$ cat src/rtl/hazard_pkg.sv
// Shared encodings for the hazard controller: forward selects, the load result-source
// code, memory-wait FSM states and a register-match helper that ignores x0.
package hazard_pkg;

  localparam logic [1:0] FWD_RF   = 2'b00;
  localparam logic [1:0] FWD_W    = 2'b01;
  localparam logic [1:0] FWD_M    = 2'b10;

  localparam logic [1:0] RES_LOAD = 2'b01;

  typedef enum logic {
    ST_RUN     = 1'b0,
    ST_MEMWAIT = 1'b1
  } hazState_t;

  // x0 is hardwired to zero, so a write to it can never be a dependency source.
  function automatic logic regMatch(input logic [4:0] rd, input logic [4:0] rs);
    return (rd != 5'd0) && (rd == rs);
  endfunction

endpackage

$ cat src/rtl/hazard_fwd_sel.sv
// One EX-stage forwarding mux select: the Memory stage outranks Writeback because it
// carries the younger value of the same register.
module hazard_fwd_sel
  import hazard_pkg::*;
(
  input  logic [4:0] RsE,
  input  logic [4:0] RdM,
  input  logic [4:0] RdW,
  input  logic       regWriteM,
  input  logic       regWriteW,
  output logic [1:0] sel
);

  always_comb begin
    sel = FWD_RF;
    if (regWriteM && regMatch(RdM, RsE)) begin
      sel = FWD_M;
    end else if (regWriteW && regMatch(RdW, RsE)) begin
      sel = FWD_W;
    end
  end

endmodule

$ cat src/rtl/hazard_ctrl.sv
// Pipeline hazard controller: load-use stall, branch flush, EX forwarding and a
// memory-wait freeze with sticky timeout. Define HAZARD_PERF_EN for stall/flush counters.
module hazard_ctrl
  import hazard_pkg::*;
#(
  parameter int MEM_TIMEOUT = 16,
  parameter int CNT_W       = $clog2(MEM_TIMEOUT) + 1
) (
  input  logic       clk,
  input  logic       rst,
  input  logic [4:0] Rs1D,
  input  logic [4:0] Rs2D,
  input  logic [4:0] Rs1E,
  input  logic [4:0] Rs2E,
  input  logic [4:0] RdE,
  input  logic [1:0] resultSrcE,
  input  logic       PCSrcE,
  input  logic [4:0] RdM,
  input  logic [4:0] RdW,
  input  logic       regWriteM,
  input  logic       regWriteW,
  input  logic       memReqM,
  input  logic       memReadyM,
  output logic       stallF,
  output logic       stallD,
  output logic       stallE,
  output logic       stallM,
  output logic       flushD,
  output logic       flushE,
  output logic       flushW,
  output logic [1:0] forwardAE,
  output logic [1:0] forwardBE,
  output logic       memErr
`ifdef HAZARD_PERF_EN
  ,
  output logic [31:0] stallCnt,
  output logic [31:0] flushCnt
`endif
);

  hazState_t        r_state;
  hazState_t        w_stateNext;
  logic [CNT_W-1:0] r_cnt;
  logic [CNT_W-1:0] w_cntNext;
  logic             r_memErr;
  logic             w_freeze;
  logic             w_timeout;
  logic             w_lwStall;
  logic [1:0]       w_fwdA;
  logic [1:0]       w_fwdB;

  always_ff @(posedge clk) begin
    if (rst) begin
      r_state  <= ST_RUN;
      r_cnt    <= '0;
      r_memErr <= 1'b0;
    end else begin
      r_state  <= w_stateNext;
      r_cnt    <= w_cntNext;
      if (w_timeout) begin
        r_memErr <= 1'b1;
      end
    end
  end

  // Next state plus all stall/flush controls; a freeze masks load-use and branch handling.
  always_comb begin
    w_stateNext = r_state;
    w_cntNext   = r_cnt;
    w_freeze    = 1'b0;
    w_timeout   = 1'b0;
    stallF      = 1'b0;
    stallD      = 1'b0;
    stallE      = 1'b0;
    stallM      = 1'b0;
    flushD      = 1'b0;
    flushE      = 1'b0;
    flushW      = 1'b0;

    case (r_state)
      ST_RUN: begin
        if (memReqM && !memReadyM) begin
          w_freeze    = 1'b1;
          w_stateNext = ST_MEMWAIT;
          w_cntNext   = CNT_W'(1);
        end
      end
      ST_MEMWAIT: begin
        w_timeout = (r_cnt == CNT_W'(MEM_TIMEOUT - 1)) && !memReadyM;
        if (memReadyM || w_timeout) begin
          w_stateNext = ST_RUN;
          w_cntNext   = '0;
        end else begin
          w_freeze  = 1'b1;
          w_cntNext = r_cnt + CNT_W'(1);
        end
      end
      default: begin
        w_stateNext = ST_RUN;
        w_cntNext   = '0;
      end
    endcase

    w_lwStall = (resultSrcE == RES_LOAD) && (regMatch(RdE, Rs1D) || regMatch(RdE, Rs2D))
                && !PCSrcE;

    if (rst) begin
      w_freeze = 1'b0;
    end else if (w_freeze) begin
      stallF = 1'b1;
      stallD = 1'b1;
      stallE = 1'b1;
      stallM = 1'b1;
      flushW = 1'b1;
    end else begin
      stallF = w_lwStall;
      stallD = w_lwStall;
      flushD = PCSrcE;
      flushE = w_lwStall | PCSrcE;
    end
  end

  hazard_fwd_sel u_fwdA (
    .RsE       (Rs1E),
    .RdM       (RdM),
    .RdW       (RdW),
    .regWriteM (regWriteM),
    .regWriteW (regWriteW),
    .sel       (w_fwdA)
  );

  hazard_fwd_sel u_fwdB (
    .RsE       (Rs2E),
    .RdM       (RdM),
    .RdW       (RdW),
    .regWriteM (regWriteM),
    .regWriteW (regWriteW),
    .sel       (w_fwdB)
  );

  assign forwardAE = rst ? FWD_RF : w_fwdA;
  assign forwardBE = rst ? FWD_RF : w_fwdB;
  assign memErr    = r_memErr;

`ifdef HAZARD_PERF_EN
  logic [31:0] r_stallCnt;
  logic [31:0] r_flushCnt;

  // Both counters wrap naturally at 2^32.
  always_ff @(posedge clk) begin
    if (rst) begin
      r_stallCnt <= '0;
      r_flushCnt <= '0;
    end else begin
      if (stallF) begin
        r_stallCnt <= r_stallCnt + 32'd1;
      end
      if (flushD) begin
        r_flushCnt <= r_flushCnt + 32'd1;
      end
    end
  end

  assign stallCnt = r_stallCnt;
  assign flushCnt = r_flushCnt;
`endif

endmodule
$ cat config.mk
export PLATFORM = sky130hd
export DESIGN_NAME = hazard_ctrl
export DESIGN_NICKNAME = d
export VERILOG_FILES = /design/src/rtl/hazard_pkg.sv /design/src/rtl/hazard_fwd_sel.sv /design/src/rtl/hazard_ctrl.sv
export SDC_FILE = /design/constraint.sdc
export NUM_CORES = 1
export LEC_CHECK = 0
export BUFFER_PORTS_ARGS = -buffer_cell sky130_fd_sc_hd__clkbuf_2
export CORE_ASPECT_RATIO = 0.8
export CORE_MARGIN = 2
export CORE_UTILIZATION = 30
export DETAILED_ROUTE_END_ITERATION = 10
export GPL_ROUTABILITY_DRIVEN = 0
export SLEW_MARGIN = 15
export SYNTH_ARGS = -nofsm -noshare
export SYNTH_HDL_FRONTEND = slang
export SYNTH_SLANG_ARGS = --single-unit
$ cat constraint.sdc
create_clock -name clk -period 4.6 [get_ports clk]
set_input_delay 0.69 -clock clk [delete_from_list [all_inputs] [get_ports clk]]
set_output_delay 0.69 -clock clk [all_outputs]
set_load 0.01 [all_outputs]
==> impl_metrics.csv <==
group,metric,value,unit
run_status,status,"completed",
critical_path,worstPathCellList,"clkbuf_2 -> xor2_1 -> nor3_1 -> a22oi_1 -> o41ai_1 -> clkbuf_2",
timing,max_freq,0.358,GHz
grt,grt.overflow.total,0,
timing,tns,0,ps
timing,hold_viol_final,0,
power_and_ir_drop,ir_worst_vdd,0.0536,mV
floorplanning,io_pins,56,
synthesis,synth_fp_nets,150,
clock_network,cts_setup_buffers,0,
place,portBuffers,55,
detailed_routing,drtIter0Drc,50,
clock_network,cts_tree,"yes",
power_and_ir_drop,internal_power,0.000129,W
layout,area_delta_synth_final,39.7,%
layout,postLayoutCellArea,1130,um^2
synthesis,yosysSeqAreaShare,0.173,
job,maxCapViolCount,0,
critical_path,crit_fanout,3,
floorplanning,dieHeight,50.5,um
power_and_ir_drop,p_sw,0.0000632,W
place,post_dp_cell_area,1100,um^2
detailed_routing,vias,896,
floorplanning,std_cell_rows,16,
layout,fin_nets,206,
worst_hold_path,hold_end,"memErr",
layout,regArea,140,um^2
critical_path,end_kind,"primary output",
critical_path,start_kind,"input pin",
grt,grt_max_degree,13,
layout,antenna_cells,0,
timing,report.final.setup_viol,0,
grt,grt_pass1_wl,3550,um
layout,final_layout_size_suffix_gt1_frac,0.403,
power_and_ir_drop,sw_frac_of_total,0.329,
detailed_routing,drt.antenna.violating_nets,0,
clock_network,root_buffer,"clkbuf_4",
clock_network,cts_htree_levels,1,
detailed_routing,route.detailed.drc,0,
worst_hold_path,worst_hold_path.num_cells,2,
grt,grt_usage,0.148,
power_and_ir_drop,power_frac_clock,0.297,
power_and_ir_drop,seqPwrFrac,0.328,
timing,rsz0062_at_grt,"no",
critical_path,required,3910,ps
floorplanning,start_util,0.323,
critical_path,slowest_stage,"o41ai_1",
clock_network,cts_buffers,3,
detailed_routing,wire_per_inst,10.9,um
grt,grt.busiest_layer,"met2",
timing,holdWs,476,ps
timing,slew_headroom,0.697,
synthesis,synth_cell_type_count,29,
power_and_ir_drop,comb_power_share,0.375,
timing,worstMarginPinSlew,448,ps
floorplanning,die_area,3130,um^2
synthesis,syn_inst,104,
clock_network,cts.repair.resized,0,
worst_hold_path,hold_start,"memErr",
clock_network,cts.sinks,7,
grt,grt_pass1_vias,854,
layout,multi_input_area,628,um^2
synthesis,syn_avg_cell_area,7.78,um^2
critical_path,reg2reg_slack,2610,ps
critical_path,critPathMaxStageDelay,510,ps
critical_path,r2r_end,"r_cnt[3]",
timing,period_share,0.608,
place,dp.final_hpwl,1900,um
floorplanning,die_width,62.1,um
grt,grt_use_met3,0.0387,
detailed_routing,wl,2130,um
place,placed_cells,191,
critical_path,crit_top_cell,"clkbuf_2",
timing,layout_min_cycle_time,2800,ps
clock_network,cts.hold.buffers_added,0,
grt,grt_use_met2,0.231,
timing,skew,0.183,ps
critical_path,cp_data_arrival_time,2110,ps
critical_path,critPathKind,"in -> out",
grt,met1_usage,0.198,
clock_network,clkTransAtPathRegs,60,ps
clock_network,clk_latency,250,ps
worst_hold_path,worst_hold_path_type,"reg -> reg",
layout,final.fill_count,255,
synthesis,synth.cell_area,810,um^2
floorplanning,core_area,2500,um^2
timing,drv_slew,0,
layout,fin_cells,195,
detailed_routing,via_per_inst,4.59,
synthesis,yosysWarningCount,0,
synthesis,synth_edf_count,0,
synthesis,synth-seq-cells,7,
power_and_ir_drop,p_leak,0.538,nW
critical_path,reg2reg_from,"r_cnt[0]",
synthesis,ys.flop_type,"dfxtp_1",
synthesis,synth_async_sr_flop_share,0,
detailed_routing,firstDrtPassIters,4,
clock_network,clock_path_buffers,2,
grt,grt_antenna_before_repair,0,
critical_path,r2r_cells,6,
power_and_ir_drop,p_per_area,170,nW/um^2
[logic make-up after synthesis]
family                     after synthesis  share of synthesized area
and+or+nand+nor                         41                      0.301
buffers and inverters                    8                     0.0510
DFF                                      7                      0.173
AOI/OAI and AO/OA                       16                      0.119
adders and majority gates                2                     0.0309
xor gates and xnor gates                30                      0.325
[layout by cell type (no fill, tap or decap), types with 2 or more instances in the layout]
master	Yosys	final
nor3_1	4	4
a22oi_1	2	2
o21ai_0	3	3
nor2b_1	3	3
ha_1	2	2
xnor2_1	10	10
nand3_1	3	3
or4_1	5	5
nand2b_1	3	3
inv_1	4	4
xor2_1	20	20
clkbuf_2	0	55
nand2_1	2	2
or3b_2	2	2
nor4_2	2	2
clkbuf_4	0	3
a21oi_1	6	6
or3_1	2	2
nor4_1	2	2
dfxtp_1	7	7
nor2_1	10	10
[worst max path at each step]
stage | startpoint | to | slack [ps] | cells past startpoint
5_1_grt | r_cnt[0] | stallD | 1680 | 8
2_1_floorplan | rst | stallF | 1940 | 3
3_5_place_dp | RdE[2] | stallF | 1810 | 6
4_1_cts | RdE[2] | stallF | 1810 | 6
3_3_place_gp | RdM[0] | forwardAE[0] | 1860 | 6
6_report | RdE[2] | stallF | 1800 | 6
[worst max-delay path: cells and delay by family]
family | cells | cell delay [ps]
buffers and inverters | 2 | 330
XOR/XNOR | 1 | 160
AO/OA/AOI/OAI | 2 | 660
AND/OR/NAND/NOR | 1 | 260
[state kept, by name, indices dropped and copies added, names as in the netlist]
register  count
memErr        1
r_state       1
r_cnt         5
[final cells by class]
class	count	area share
multi-input combinational	89	0.555
clock buffer	3	0.0199
clock inverter	1	0.00442
tap	36	0.0398
inverter	4	0.0133
sequential	7	0.124
timing repair buffer	55	0.243
[Yosys cell counts, types with 2 or more instances]
cell type,n,area share
nand3_1,3,0.019
a21oi_1,6,0.037
or3b_2,2,0.022
xnor2_1,10,0.11
a22oi_1,2,0.019
ha_1,2,0.031
nand2_1,2,0.0093
nor2b_1,3,0.023
nor3_1,4,0.025
nor2_1,10,0.046
or3_1,2,0.015
o21ai_0,3,0.019
nor4_1,2,0.015
buf_4,3,0.028
nand2b_1,3,0.023
inv_1,4,0.019
dfxtp_1,7,0.17
nor4_2,2,0.031
xor2_1,20,0.22
or4_1,5,0.046
[power groups by stage]
stage	clock network, W	logic, W	registers, W
after detailed placement	0	0.0000724	0.0000644
final	0.0000571	0.0000721	0.0000631
after floorplan	0	0.0000382	0.0000641
after global routing	0.0000639	0.0000796	0.0000632
after CTS	0.0000613	0.0000725	0.0000630
after global placement	0	0.0000712	0.0000644
[per-stage QoR]
| step | setup WS [ps] | total power (W) | util |
|---|---|---|---|
| 6_report | 1800 | 0.000192 | 0.452 |
| 5_1_grt | 1680 | 0.000207 | 0.452 |
| 4_1_cts | 1810 | 0.000197 | 0.452 |
| 3_5_place_dp | 1810 | 0.000137 | 0.441 |
| 3_3_place_gp | 1860 | 0.000136 | 0.441 |
| 2_1_floorplan | 1940 | 0.000102 | - |
[routing by layer]
layer / routed length, um / part of all wire / vias to the layer above
met5: 0 / 0 / -
met4: 10 / 0.0047 / 0
met3: 143 / 0.067 / 2
met2: 1000 / 0.47 / 29
met1: 970 / 0.46 / 389
li1: - / - / 476
Note: power is estimated with default switching activity, not from simulation.
